$ cat config.mk
export PLATFORM = sky130hd
export DESIGN_NAME = simu_trig_gen
export DESIGN_NICKNAME = d
export VERILOG_FILES = /design/src/rtl/simu_trig_pkg.sv /design/src/rtl/simu_trig_chan.sv /design/src/rtl/simu_trig_gen.sv
export SDC_FILE = /design/constraint.sdc
export NUM_CORES = 1
export LEC_CHECK = 0
export CAP_MARGIN = 30
export CORE_AREA = 2 2 219 221
export DETAILED_ROUTE_END_ITERATION = 12
export DIE_AREA = 0 0 221 223
export PLACE_DENSITY = 0.66
export RECOVER_POWER = 25
export SLEW_MARGIN = 30
export SYNTH_ARGS = -nofsm -noshare
export SYNTH_HDL_FRONTEND = slang
export SYNTH_HIERARCHICAL = 1
export SYNTH_SLANG_ARGS = --single-unit
$ cat constraint.sdc
create_clock -name clk -period 5.03 [get_ports clk]
set_input_delay 1.006 -clock clk [delete_from_list [all_inputs] [get_ports clk]]
set_output_delay 1.006 -clock clk [all_outputs]
set_load 0.02 [all_outputs]
$ cat src/rtl/simu_trig_pkg.sv
// Shared definitions for the simulated trigger generator: channel state
// encodings, run-mode constants and a small config helper.
package simu_trig_pkg;

    typedef enum logic [1:0] {
        ST_IDLE = 2'd0,
        ST_WAIT = 2'd1,
        ST_HIGH = 2'd2
    } state_e;

    localparam logic [1:0] MODE_SINGLE   = 2'd0;
    localparam logic [1:0] MODE_PERIODIC = 2'd1;
    localparam logic [1:0] MODE_BURST    = 2'd2;

    // Pulse width and burst length of zero both behave as one.
    function automatic logic [7:0] at_least_one(input logic [7:0] v);
        return (v == 8'd0) ? 8'd1 : v;
    endfunction

endpackage

$ cat src/rtl/simu_trig_chan.sv
// One trigger channel: IDLE -> WAIT -> HIGH -> {WAIT | IDLE} with latched
// configuration. The channel index only shifts the first wait by IDX*STAGGER.
module simu_trig_chan
    import simu_trig_pkg::*;
#(
    parameter int CW      = 16,
    parameter int IDX     = 0,
    parameter int STAGGER = 0
) (
    input  logic          clk,
    input  logic          rst,
    input  logic          i_ena,
    input  logic [1:0]    i_mode,
    input  logic [CW-1:0] i_interval,
    input  logic [7:0]    i_width,
    input  logic [7:0]    i_burst_len,
    input  logic          i_chan_en,
    input  logic          i_arm,
    input  logic          i_abort,
    output logic          o_trig,
    output logic          o_trig_d,
    output logic          o_busy,
    output logic          o_start
);

    localparam int              TW       = CW + 8;
    localparam logic [TW-1:0]   STAG_OFS = TW'(IDX * STAGGER);
    localparam logic [TW-1:0]   ONE      = TW'(32'd1);

    state_e          r_state;
    logic [TW-1:0]   r_wcnt;
    logic [TW-1:0]   r_target;
    logic [7:0]      r_hcnt;
    logic [7:0]      r_width;
    logic [7:0]      r_rem;
    logic [1:0]      r_mode;
    logic [CW-1:0]   r_interval;
    logic            r_trig;
    logic            r_busy;

    state_e          w_state_d;
    logic            w_arm_ok;
    logic            w_start;
    logic            w_leave;
    logic            w_again;
    logic            w_run;

    // Next-state decode; abort beats everything, ena=0 freezes the channel.
    always_comb begin
        w_run     = i_ena && !i_abort;
        w_arm_ok  = (r_state == ST_IDLE) && i_arm && i_chan_en && w_run;
        w_start   = (r_state == ST_WAIT) && w_run && (r_wcnt == r_target);
        w_leave   = (r_state == ST_HIGH) && w_run && (r_hcnt == r_width);
        case (r_mode)
            MODE_PERIODIC: w_again = 1'b1;
            MODE_BURST:    w_again = (r_rem != 8'd0);
            default:       w_again = 1'b0;
        endcase
        w_state_d = r_state;
        if (i_abort) begin
            w_state_d = ST_IDLE;
        end else if (w_arm_ok) begin
            w_state_d = ST_WAIT;
        end else if (w_start) begin
            w_state_d = ST_HIGH;
        end else if (w_leave) begin
            w_state_d = w_again ? ST_WAIT : ST_IDLE;
        end else begin
            w_state_d = r_state;
        end
        o_trig_d = w_run && (w_state_d == ST_HIGH);
    end

    // Channel FSM, config latch and wait/high/burst counters.
    always_ff @(posedge clk or negedge rst) begin
        if (!rst) begin
            r_state    <= ST_IDLE;
            r_wcnt     <= {TW{1'b0}};
            r_target   <= {TW{1'b0}};
            r_hcnt     <= 8'd0;
            r_width    <= 8'd0;
            r_rem      <= 8'd0;
            r_mode     <= 2'd0;
            r_interval <= {CW{1'b0}};
            r_trig     <= 1'b0;
            r_busy     <= 1'b0;
        end else begin
            r_state <= w_state_d;
            r_busy  <= (w_state_d != ST_IDLE);
            r_trig  <= o_trig_d;
            if (w_arm_ok) begin
                r_mode     <= i_mode;
                r_interval <= i_interval;
                r_width    <= at_least_one(i_width);
                r_rem      <= at_least_one(i_burst_len);
                r_wcnt     <= {TW{1'b0}};
                r_target   <= TW'(i_interval) + STAG_OFS;
            end else if (w_start) begin
                r_hcnt <= 8'd1;
                r_rem  <= r_rem - 8'd1;
            end else if (w_leave) begin
                // Later gaps drop the stagger and use the plain interval.
                r_wcnt   <= {TW{1'b0}};
                r_target <= TW'(r_interval);
            end else if (w_run && (r_state == ST_WAIT)) begin
                r_wcnt <= r_wcnt + ONE;
            end else if (w_run && (r_state == ST_HIGH)) begin
                r_hcnt <= r_hcnt + 8'd1;
            end
        end
    end

    assign o_trig  = r_trig;
    assign o_busy  = r_busy;
    assign o_start = w_start;

endmodule

$ cat src/rtl/simu_trig_gen.sv
// Multi-channel simulated trigger generator: NCH independent pulse channels,
// a registered OR of their triggers and a saturating count of pulse starts.
module simu_trig_gen
    import simu_trig_pkg::*;
#(
    parameter int NCH     = 4,
    parameter int CW      = 16,
    parameter int STAGGER = 0
) (
    input  logic           clk,
    input  logic           rst,
    input  logic           ena,
    input  logic [1:0]     mode,
    input  logic [CW-1:0]  interval,
    input  logic [7:0]     width,
    input  logic [7:0]     burst_len,
    input  logic [NCH-1:0] chan_en,
    input  logic [NCH-1:0] arm,
    input  logic           abort,
    input  logic           clr_cnt,
    output logic [NCH-1:0] trigger,
    output logic           trig_or,
    output logic [NCH-1:0] busy,
    output logic [CW-1:0]  pulse_cnt
);

    localparam logic [CW-1:0] CNT_MAX = {CW{1'b1}};

    if ((NCH - 1) * STAGGER > 255) begin : g_bad_stagger
        $error("simu_trig_gen: (NCH-1)*STAGGER must not exceed 255");
    end

    logic [NCH-1:0] w_trig;
    logic [NCH-1:0] w_trig_d;
    logic [NCH-1:0] w_busy;
    logic [NCH-1:0] w_start;
    logic [CW:0]    w_sum;
    logic           r_trig_or;
    logic [CW-1:0]  r_pulse_cnt;

    function automatic logic [CW:0] popcnt(input logic [NCH-1:0] v);
        logic [CW:0] n;
        n = {(CW+1){1'b0}};
        for (int i = 0; i < NCH; i++) begin
            n = n + {{CW{1'b0}}, v[i]};
        end
        return n;
    endfunction

    for (genvar k = 0; k < NCH; k++) begin : g_chan
        simu_trig_chan #(
            .CW      (CW),
            .IDX     (k),
            .STAGGER (STAGGER)
        ) u_chan (
            .clk         (clk),
            .rst         (rst),
            .i_ena       (ena),
            .i_mode      (mode),
            .i_interval  (interval),
            .i_width     (width),
            .i_burst_len (burst_len),
            .i_chan_en   (chan_en[k]),
            .i_arm       (arm[k]),
            .i_abort     (abort),
            .o_trig      (w_trig[k]),
            .o_trig_d    (w_trig_d[k]),
            .o_busy      (w_busy[k]),
            .o_start     (w_start[k])
        );
    end

    assign w_sum = {1'b0, r_pulse_cnt} + popcnt(w_start);

    // trig_or registered from the same next values as the channel triggers; count saturates.
    always_ff @(posedge clk or negedge rst) begin
        if (!rst) begin
            r_trig_or   <= 1'b0;
            r_pulse_cnt <= {CW{1'b0}};
        end else begin
            r_trig_or <= |w_trig_d;
            if (clr_cnt) begin
                r_pulse_cnt <= {CW{1'b0}};
            end else if (w_sum[CW]) begin
                r_pulse_cnt <= CNT_MAX;
            end else begin
                r_pulse_cnt <= w_sum[CW-1:0];
            end
        end
    end

    assign trigger   = w_trig;
    assign busy      = w_busy;
    assign trig_or   = r_trig_or;
    assign pulse_cnt = r_pulse_cnt;

endmodule

==> impl_results.md <==
- Asr flop ratio synth: 1.000
- Setup ws final: 0.7753 ns
- FILL cells: 4415
- Pins Over Slew Limit: 78
- Worst vdd ir: 0.0002302 V
- Hold-fix buffers, CTS: 0
- CTS tree: yes
- Synth Cell Area: around 19000 sq um
- Layout area overhead: 14.66%
- RD Place Congestion: 0.8518
- Reg2Reg Setup Slack: 0.94 ns
- Post-Syn Nets: 1993
- Worst skew pair latency: 0.58 ns
- Drt wl/cell: 18.18 microns
- IO Pins: around 70
- Sw frac: 0.2763
- Clk Tree Root Cell: clkbuf_16
- Commonest cells after routing, fill and taps aside: 380 x nand2_1, 361 x dfrtp_1, 85 x o21ai_0
- Commonest non-fill, non-tap cell in the layout: nand2_1
- 1st-iter DRT viols: 1132
- Max Cap Violations: 1
- Die X: 221 microns
- Die height: roughly 220 microns
- Post-DP Area: 19860 sq um
- Comb power frac: 0.141
- Leak pwr: 9.504 nW
- Worst hold start: g_chan[3].u_chan/r_interval[3]
- GRT Total Usage: 0.1925
- Critical Path Start Type: input port
- Violated checks: capacitance limit, slew limit
- Maximum number of pins on one net before global-route repair: 143
- Synth top area cells: dfrtp_1 49%, nand2_1 7.7%, mux2_2 4.1%
- Clock network power share: 0.400
- Maximum clock insertion buffer count: 3
- Initial antenna violation count: 2
- Routed wire length: 47580 microns
- Slew Limit Headroom: -1.435
- Core ar.: 47150 sq um
- Routed via count: 14620
- Post-CTS sizing: 0
- Power Total: 7.815 mW
- PD cells: 366.9 nW/um^2
- Net Sw Power: 2.159 mW
- DRC viols: 0
- Number of global-route vias before repair: 14362
- Placed cell count: 2541
- FF-to-FF End: pulse_cnt[4]
- Place WS: roughly 0.21 ns
- Pint: 5.656 mW
- Unique masters post-synth: 68
- FP Rows: 80
- RR Startpoint: g_chan[0].u_chan/r_wcnt[1]
- Non-Filler Instances: 2617
- Flops & latches, synth: 361
- Total grt overflow: 0
- Final TNS setup: 0 ns
- Crit end category: register
- Layout cells sized above 1: 0.1250
- Clock-pin slew on the worst setup and hold paths: ~0.060 ns
- Area of the die: 49280 sq um
- CP arrival: 4.74 ns
- Final #Nets: 2044
- Highest Clock Rate: 235.0 MHz
- Reg power frac: 0.458
- Number of flops mapped to enable cells by yosys: 0
- Seq/Total Area, Yosys: 0.4863
- Synth warnings: 6
- FF-to-FF path depth: 14
- Mapped Cells: roughly 1900
- HPWL after DPL: 32300 microns
- Hold Path Stages: 2
- Status: finished with violations
- CTS sink count: 361
- Commonest register cell after synthesis: dfrtp_1
- Vias per cell: approximately 5.6
- Final period utilization: 0.8459
- Final hold violation count: 0
- Design area: 21300 sq um
- Unrepaired setup endpoints after global routing: no
- Initial core utilization: 0.3940
- Routed Antenna Nets: 0
- CP Data Required Time: 5.51 ns
- Final setup fails: 0
- First-pass GRT wire length: about 78000 microns
- Mean Syn Cell Area: 9.685 sq um
- WHS Endpoint: g_chan[3].u_chan/r_interval[3]
- Final min period: between 4 and 5 ns
- Post-CTS Setup Repair Bufs: 0
- Hold Crit Class: reg -> reg
- H-tree depth: 2
- DR pass1 iterations: 5
- Worst slew pin tran: 3.652 ns
- Fin Clk Skew: 0.02783 ns
- Post-synth top area share: 0.4863
- Largest area contributor in the netlist: dfrtp_1
- Crit Path Class: in -> reg
- Crit path max fanout: 13
- Port bufs: 71
- Num CTS Buffers: 40
power by group through the flow:
| stage | logic, mW | registers [mW] | clock network (mW) |
|---|---|---|---|
| after floorplan | 0.784 | 3.54 | 0 |
| after detailed placement | 1.10 | 3.63 | 0 |
| after global placement | 1.06 | 3.61 | 0 |
| after global routing | 1.25 | 3.63 | 3.32 |
| final | 1.10 | 3.58 | 3.13 |
| after CTS | 1.11 | 3.58 | 3.20 |
layer usage:
metal | up-vias | track usage | routed length, microns
met1 | 7295 | 0.2587 | 21080
li1 | 6926 | - | -
met4 | 0 | 0.07253 | 1393
met5 | - | 0 | 0
met2 | 328 | 0.3197 | 23220
met3 | 71 | 0.02331 | 1886
cells in the mapped netlist, types with 9 or more instances:
| cell | number |
|---|---|
| and3_1 | 13 |
| mux2_2 | 68 |
| ha_1 | 25 |
| o21ai_0 | 85 |
| nor4_1 | 37 |
| nand4_1 | 42 |
| or2_2 | 9 |
| nor2_1 | 71 |
| or3_1 | 46 |
| buf_2 | 40 |
| nor3_1 | 42 |
| dfrtp_1 | 361 |
| or4_1 | 41 |
| nand2_1 | 380 |
| a31oi_1 | 24 |
| o31ai_1 | 20 |
| inv_1 | 66 |
| o2111ai_1 | 9 |
| a21oi_1 | 69 |
| xnor2_1 | 31 |
| xor2_1 | 80 |
| o211ai_1 | 28 |
| nand3_1 | 63 |
| mux2i_1 | 13 |
| a22o_1 | 16 |
| nand3b_1 | 12 |
| clkbuf_1 | 33 |
kinds of logic (layout without fill, tap and decap cells):
| kind of cell | Yosys count | after routing | synth area share |
|---|---|---|---|
| mux | 81 | 81 | 0.04822 |
| simple gates | 853 | 853 | 0.2395 |
| flops | 361 | 361 | 0.4863 |
| other cells | 0 | 2 | 0 |
| compound gates | 327 | 327 | 0.1153 |
| buf+inv | 157 | 239 | 0.03826 |
| fa+ha+maj | 28 | 28 | 0.02007 |
| xor+xnor | 111 | 111 | 0.05233 |
per-stage QoR:
| step | hold slack (ns) | utilization |
|---|---|---|
| 2_1_floorplan | 0.4358 | - |
| 3_3_place_gp | 0.4473 | 0.4212 |
| 3_5_place_dp | 0.4538 | 0.4212 |
| 4_1_cts | 0.4124 | 0.4513 |
| 5_1_grt | 0.4935 | 0.4518 |
| 6_report | 0.4673 | 0.4518 |
flip-flops by register name (all words and copies together) (netlist names):
| name | flops |
|---|---|
| g_chan.u_chan/o_busy | 4 |
| g_chan.u_chan/o_trig | 4 |
| g_chan.u_chan/r_hcnt | 32 |
| g_chan.u_chan/r_interval | 64 |
| g_chan.u_chan/r_mode | 8 |
| g_chan.u_chan/r_rem | 32 |
| g_chan.u_chan/r_state | 8 |
| g_chan.u_chan/r_target | 64 |
| g_chan.u_chan/r_wcnt | 96 |
| g_chan.u_chan/r_width | 32 |
| pulse_cnt | 16 |
| trig_or | 1 |
critical path, stage by stage:
cell             delay [ns]
clkdlybuf4s50_1        0.60
buf_4                  0.21
nor2b_1                0.20
nand3b_1               0.13
or3_4                  0.47
inv_1                  0.09
inv_1                  0.06
fa_1                   0.51
inv_1                  0.10
fa_1                   0.24
nand3_2                0.14
nor4_4                 0.39
nand4_2                0.34
a21oi_1                0.24
layout make-up:
cell class / instances / area, sq um / share of cell area
timing repair buffer: 100 / 959.7 / 0.04506
tap: 615 / 769.5 / 0.03613
clock buffer: 52 / 1127 / 0.05293
multi-input combinational: 1400 / 8865 / 0.4162
inverter: 66 / 247.7 / 0.01163
antenna: 2 / 5.005 / 0.0002350
clock inverter: 21 / 291.5 / 0.01369
sequential: 361 / 9034 / 0.4241
worst max path at each step:
stage	startpoint	to	depth (start not counted)
6_report	ena	pulse_cnt[4]	14
3_3_place_gp	ena	pulse_cnt[0]	14
5_1_grt	rst	g_chan[1].u_chan/r_wcnt[13]	1
4_1_cts	ena	pulse_cnt[9]	14
2_1_floorplan	ena	pulse_cnt[13]	16
3_5_place_dp	ena	pulse_cnt[4]	14
Power figures use the tool's default switching activity.
